--- config.mk ---
export PLATFORM = sky130hd
export DESIGN_NAME = operand_loader
export DESIGN_NICKNAME = d
export VERILOG_FILES = /design/src/rtl/operand_loader.sv
export SDC_FILE = /design/constraint.sdc
export NUM_CORES = 1
export LEC_CHECK = 0
export CAP_MARGIN = 15
export CELL_PAD_IN_SITES_DETAIL_PLACEMENT = 0
export CELL_PAD_IN_SITES_GLOBAL_PLACEMENT = 1
export CORE_MARGIN = 8
export CORE_UTILIZATION = 35
export DETAILED_ROUTE_END_ITERATION = 8
export PLACE_DENSITY = 0.79
export SYNTH_ARGS = -nofsm -noshare
export SYNTH_HDL_FRONTEND = slang
export SYNTH_SLANG_ARGS = --single-unit
--- constraint.sdc ---
create_clock -name CLOCK_50 -period 5.3 [get_ports CLOCK_50]
set_input_delay 1.59 -clock CLOCK_50 [delete_from_list [all_inputs] [get_ports CLOCK_50]]
set_output_delay 1.59 -clock CLOCK_50 [all_outputs]
set_load 0.005 [all_outputs]
--- src/rtl/operand_loader.sv ---
// operand_loader: pushbutton front end for the arithmetic datapath.
// Synchronizes and debounces key_n. On each clean press it captures the
// switch operands and the operation select, then issues a one-cycle start
// pulse followed by a busy hold window. It also counts accepted presses.
// Optional feature: define AUTO_REPEAT_EN to re-issue the press every
// REPEAT_CYCLES while the key stays held after the hold window.
module operand_loader #(
  parameter int DEBOUNCE_CYCLES = 500000,
  parameter int HOLD_CYCLES     = 16,
  parameter int REPEAT_CYCLES   = 25000000
) (
  input  logic       CLOCK_50,
  input  logic       reset,
  input  logic       key_n,
  input  logic [7:0] sw_a,
  input  logic [7:0] sw_b,
  input  logic [4:0] sw_sel,
  output logic [7:0] a,
  output logic [7:0] b,
  output logic [4:0] sel,
  output logic       start,
  output logic       busy,
  output logic [7:0] press_count
);

  localparam int DBW = (DEBOUNCE_CYCLES > 1) ? $clog2(DEBOUNCE_CYCLES) : 1;
  localparam int HW  = (HOLD_CYCLES > 1) ? $clog2(HOLD_CYCLES) : 1;
  localparam logic [DBW-1:0] DB_LAST   = DBW'(DEBOUNCE_CYCLES - 1);
  localparam logic [HW-1:0]  HOLD_LAST = HW'(HOLD_CYCLES - 1);

  typedef enum logic [1:0] {IDLE, START, HOLD, WAIT_REL} state_t;

  logic           key_p0, key_p1;
  logic           deb, deb_d;
  logic [DBW-1:0] db_cnt;
  logic [HW-1:0]  hold_cnt;
  logic           rel_seen;
  logic           press_evt, release_evt;
  state_t         state;

  // Debounced edges: press is the 1->0 transition, release the 0->1.
  assign press_evt   = deb_d & ~deb;
  assign release_evt = ~deb_d & deb;

  // Two-flop synchronizer for the asynchronous key, idling released.
  always_ff @(posedge CLOCK_50) begin
    if (reset) begin
      key_p0 <= 1'b1;
      key_p1 <= 1'b1;
    end else begin
      key_p0 <= key_n;
      key_p1 <= key_p0;
    end
  end

  // Debounce: the key state follows the sample only after DEBOUNCE_CYCLES differing samples in a row.
  always_ff @(posedge CLOCK_50) begin
    if (reset) begin
      deb    <= 1'b1;
      deb_d  <= 1'b1;
      db_cnt <= '0;
    end else begin
      deb_d <= deb;
      if (key_p1 == deb) begin
        db_cnt <= '0;
      end else if (db_cnt == DB_LAST) begin
        deb    <= key_p1;
        db_cnt <= '0;
      end else begin
        db_cnt <= db_cnt + DBW'(1);
      end
    end
  end

`ifdef AUTO_REPEAT_EN
  localparam int RW = (REPEAT_CYCLES > 1) ? $clog2(REPEAT_CYCLES) : 1;
  localparam logic [RW-1:0] REP_LAST = RW'(REPEAT_CYCLES - 1);
  logic [RW-1:0] rep_cnt;
`endif

  // Control FSM: capture on press, pulse start, hold busy, then wait for release.
  always_ff @(posedge CLOCK_50) begin
    if (reset) begin
      state       <= IDLE;
      a           <= '0;
      b           <= '0;
      sel         <= '0;
      start       <= 1'b0;
      busy        <= 1'b0;
      press_count <= '0;
      hold_cnt    <= '0;
      rel_seen    <= 1'b0;
`ifdef AUTO_REPEAT_EN
      rep_cnt     <= '0;
`endif
    end else begin
      case (state)
        IDLE: begin
          if (press_evt) begin
            a           <= sw_a;
            b           <= sw_b;
            sel         <= sw_sel;
            press_count <= press_count + 8'd1;
            start       <= 1'b1;
            busy        <= 1'b1;
            state       <= START;
          end
        end
        START: begin
          start    <= 1'b0;
          hold_cnt <= HOLD_LAST;
          rel_seen <= 1'b0;
          state    <= HOLD;
        end
        HOLD: begin
          // A release seen during the hold window is kept so it is not lost.
          if (release_evt) rel_seen <= 1'b1;
          if (hold_cnt == '0) begin
            busy <= 1'b0;
`ifdef AUTO_REPEAT_EN
            rep_cnt <= '0;
`endif
            if (rel_seen || release_evt || deb) state <= IDLE;
            else                                state <= WAIT_REL;
          end else begin
            hold_cnt <= hold_cnt - HW'(1);
          end
        end
        WAIT_REL: begin
          if (deb) begin
            state <= IDLE;
`ifdef AUTO_REPEAT_EN
            rep_cnt <= '0;
          end else if (rep_cnt == REP_LAST) begin
            a           <= sw_a;
            b           <= sw_b;
            sel         <= sw_sel;
            press_count <= press_count + 8'd1;
            start       <= 1'b1;
            busy        <= 1'b1;
            rep_cnt     <= '0;
            state       <= START;
          end else begin
            rep_cnt <= rep_cnt + RW'(1);
`endif
          end
        end
        default: state <= IDLE;
      endcase
    end
  end

endmodule
==> results by group <==
Run status
  • Status: complete, no violations

Floorplanning
  • Chip height: 100.6 um
  • Die X: 100.6 um
  • Die area: 0.01012 mm^2
  • Core area: 0.007098 mm^2
  • Starting Density: 35.29%
  • FP Rows: 31
  • Io pins: 55

Global routing
  • GRT Total Usage: 12.06%
  • Vias in the first global route: about 2100
  • Congestion Overflow GR: 0
  • First-pass GRT wire length: 9673 um
  • Antenna violations before repair: 0
  • Largest net degree at the start of global routing: 28

Synth
  • Mux share of post-synthesis cell area: 0.7992%
  • Net Count, Synth: between 300 and 400
  • Seq/Total Area, Yosys: 48.75%
  • Synth Instances: 293
  • Largest family of logic cells by synthesized area: simple AND/OR/NAND/NOR gates
  • Yosys Warn Count: 0
  • Netlist cell types: 40
  • Xor and xnor area share after synthesis: between 7 and 8%
  • Synth Area in Adders: 1.998%
  • Flops & latches, synth: 61
  • Post-Syn Area per Cell: approximately 8.5 um^2
  • Compound-cell area share of the yosys netlist: 10.49%
  • Syn Std Cell Area: 0.002505 mm^2
  • Synth Area in Simple Gates: 26.87%

Placed design
  • Dpl hpwl: 3935 um
  • Pre-CTS WS: 1.733 ns
  • Port Buffers: 54
  • RD Place Congestion: 0.7431

Drt
  • Final WL: 5658 um
  • Vias per cell: 4.665
  • DRC viols: 0
  • Drt wl/cell: 12.55 um
  • Pre-Repair DR Iteration Count: 4
  • Iter 0 DRT Violations: between 100 and 150
  • Routed Antenna Nets: 0
  • Via count: 2104

Clocking
  • Root buf cell: clkbuf_8
  • Resized Gates After CTS: 0
  • Latest clock arrival within the worst-skew pair: between 0.3 and 0.4 ns
  • Clock transition at the registers of the reported paths: ~0.070 ns
  • CTS tree: done
  • CTS Hold Buffers Added: 0
  • Clock Path Buffers: 2
  • Postcts setup bufs: 0
  • Sink Count: slightly above 60
  • H-Tree Depth: 3
  • Num CTS Buffers: 9

Timing
  • Final min period: 3.181 ns
  • Final period util: 60.02%
  • Final setup violation count: 0
  • Final Hold Fails: 0
  • Worst Tran Pin Value: approximately 1 ns
  • Fin. max-slew vios: 0
  • Final WS setup: 2.119 ns
  • Fmax achieved: 314.4 MHz
  • Slew Limit Headroom: 32.11%
  • RSZ-0062 raised after global routing: false
  • Clk_skew: 0.006830 ns
  • TNS Setup: 0 ns

Finish
  • P&R area growth vs syn: 33.92%
  • Diodes inserted: 0
  • Nets: between 300 and 400
  • Layout fillers: approximately 680
  • Share of layout cells above drive strength 1: 7.386%

Power and ir drop
  • Maximum vdd drop: 0.0001048 V
  • Leakage Power: 0.001078 uW
  • Power per cell area: 276.8 mW/mm^2

Hold path
  • Min-delay worst type: register to register
  • Hold depth: 1

Setup path
  • WP data required: ~5.5 ns
  • Element type at the critical path start: input port
  • Worst-path maximum fanout: 26
  • Setup CP Type: input port to register
  • CP arrival: roughly 3.4 ns
  • Worst reg-to-reg path cell count: 5
  • Worst Setup End Kind: register

Run
  • Max cap viols: 0
==> sequential cells by signal (all words and copies together), names as in the netlist <==
signal	cells
deb	1
a	8
press_count	8
rel_seen	1
deb_d	1
state	2
hold_cnt	4
busy	1
sel	5
db_cnt	19
start	1
key_p0	1
key_p1	1
b	8
==> metal layers <==
metal  GRT usage (%)  wire, um
met1           14.13      2698
met2           16.71      2229
met3           7.459       637
met4           5.930        93
met5               0         0
==> placed cells by master (no fill, tap or decap), types with 3 or more instances in the layout <==
cell,instances
xnor2_1,12
dfxtp_1,61
buf_4,3
nand2_1,56
inv_1,9
nor2_1,32
ha_1,4
a21oi_1,30
clkbuf_8,10
nand3_1,10
xor2_1,10
o21ai_0,9
nor3_1,4
nor4_1,4
clkdlybuf4s50_1,54
nand4_1,7
==> Yosys cell counts <==
| master | instances | area, um^2 |
|---|---|---|
| a21oi_1 | 30 | 150.1 |
| a221oi_1 | 2 | 17.52 |
| a22oi_1 | 1 | 7.510 |
| a31oi_1 | 2 | 12.51 |
| and3_1 | 2 | 12.51 |
| and4_1 | 1 | 8.760 |
| and4_2 | 1 | 10.01 |
| buf_2 | 2 | 10.01 |
| clkbuf_1 | 11 | 41.29 |
| dfxtp_1 | 61 | 1221 |
| ha_1 | 4 | 50.05 |
| inv_1 | 9 | 33.78 |
| mux2i_1 | 2 | 20.02 |
| nand2_1 | 56 | 210.2 |
| nand2b_1 | 1 | 6.260 |
| nand3_1 | 10 | 50.05 |
| nand3b_1 | 1 | 7.510 |
| nand4_1 | 7 | 43.79 |
| nand4_4 | 1 | 21.27 |
| nand4b_1 | 1 | 8.760 |
| nand4bb_1 | 1 | 11.26 |
| nor2_1 | 32 | 120.1 |
| nor3_1 | 4 | 20.02 |
| nor3b_1 | 1 | 7.510 |
| nor4_1 | 4 | 25.02 |
| nor4_2 | 1 | 12.51 |
| nor4b_1 | 1 | 8.760 |
| nor4b_4 | 1 | 23.77 |
| nor4bb_1 | 1 | 10.01 |
| o21ai_0 | 9 | 45.04 |
| o21ai_2 | 1 | 8.760 |
| o22ai_1 | 2 | 12.51 |
| o41ai_1 | 1 | 8.760 |
| or2_2 | 2 | 12.51 |
| or3_1 | 2 | 12.51 |
| or3b_2 | 1 | 8.760 |
| or4_4 | 1 | 11.26 |
| or4b_1 | 1 | 10.01 |
| xnor2_1 | 12 | 105.1 |
| xor2_1 | 10 | 87.58 |
==> stage by stage <==
stage / area (um^2) / utilization [%] / hold slack, ns / std cells / power (uW)
6_report: 3354 / 47.26 / 0.4115 / 451 / 928.4
3_3_place_gp: 3141 / 44.24 / 0.3916 / 436 / 495.7
3_5_place_dp: 3141 / 44.24 / 0.4052 / 436 / 495.5
2_1_floorplan: 2505 / - / 0.3895 / 293 / 476.7
5_1_grt: 3354 / 47.26 / 0.4334 / 451 / 967.3
4_1_cts: 3354 / 47.26 / 0.4148 / 451 / 947.2
==> critical path, cell delays in order <==
cell	delay, ns
clkdlybuf4s50_1	1.14
nor2_1	0.18
o21ai_2	0.34
nor2_1	0.11
==> power breakdown <==
| part | switching (uW) | internal (uW) | total, uW |
|---|---|---|---|
| Sequential | 0.517 | 459 | 460 |
| Combinational | 8.88 | 16.4 | 25.3 |
| Clock | 169 | 274 | 443 |
| Total | 178 | 750 | 928 |
==> final cells by class <==
| cell class | count | area, um^2 | area share (%) |
|---|---|---|---|
| Clock buffer | 11 | 141.4 | 4.215 |
| Clock inverter | 4 | 72.57 | 2.163 |
| Inverter | 9 | 33.78 | 1.007 |
| Multi-Input combinational cell | 210 | 1199 | 35.73 |
| Sequential cell | 61 | 1221 | 36.40 |
| Tap cell | 99 | 123.9 | 3.693 |
| Timing Repair Buffer | 57 | 563.0 | 16.78 |
==> worst paths after layout <==
check                  from        end  slack [ns]
setup reg to reg  db_cnt[0]  db_cnt[8]        3.20
hold / removal       key_p0     key_p1        0.41
hold reg to reg      key_p0     key_p1        0.41
setup / recovery      reset  db_cnt[8]        2.12
==> cells by family (layout without fill, tap and decap cells) <==
kind of cell,Yosys count,after routing
buffers and inverters,22,81
flip-flops,61,61
AO/OA/AOI/OAI,48,48
adder cells (fa/ha/maj),4,4
XOR/XNOR,22,22
multiplexers,2,2
AND/OR/NAND/NOR,134,134
Power figures use the tool's default switching activity.
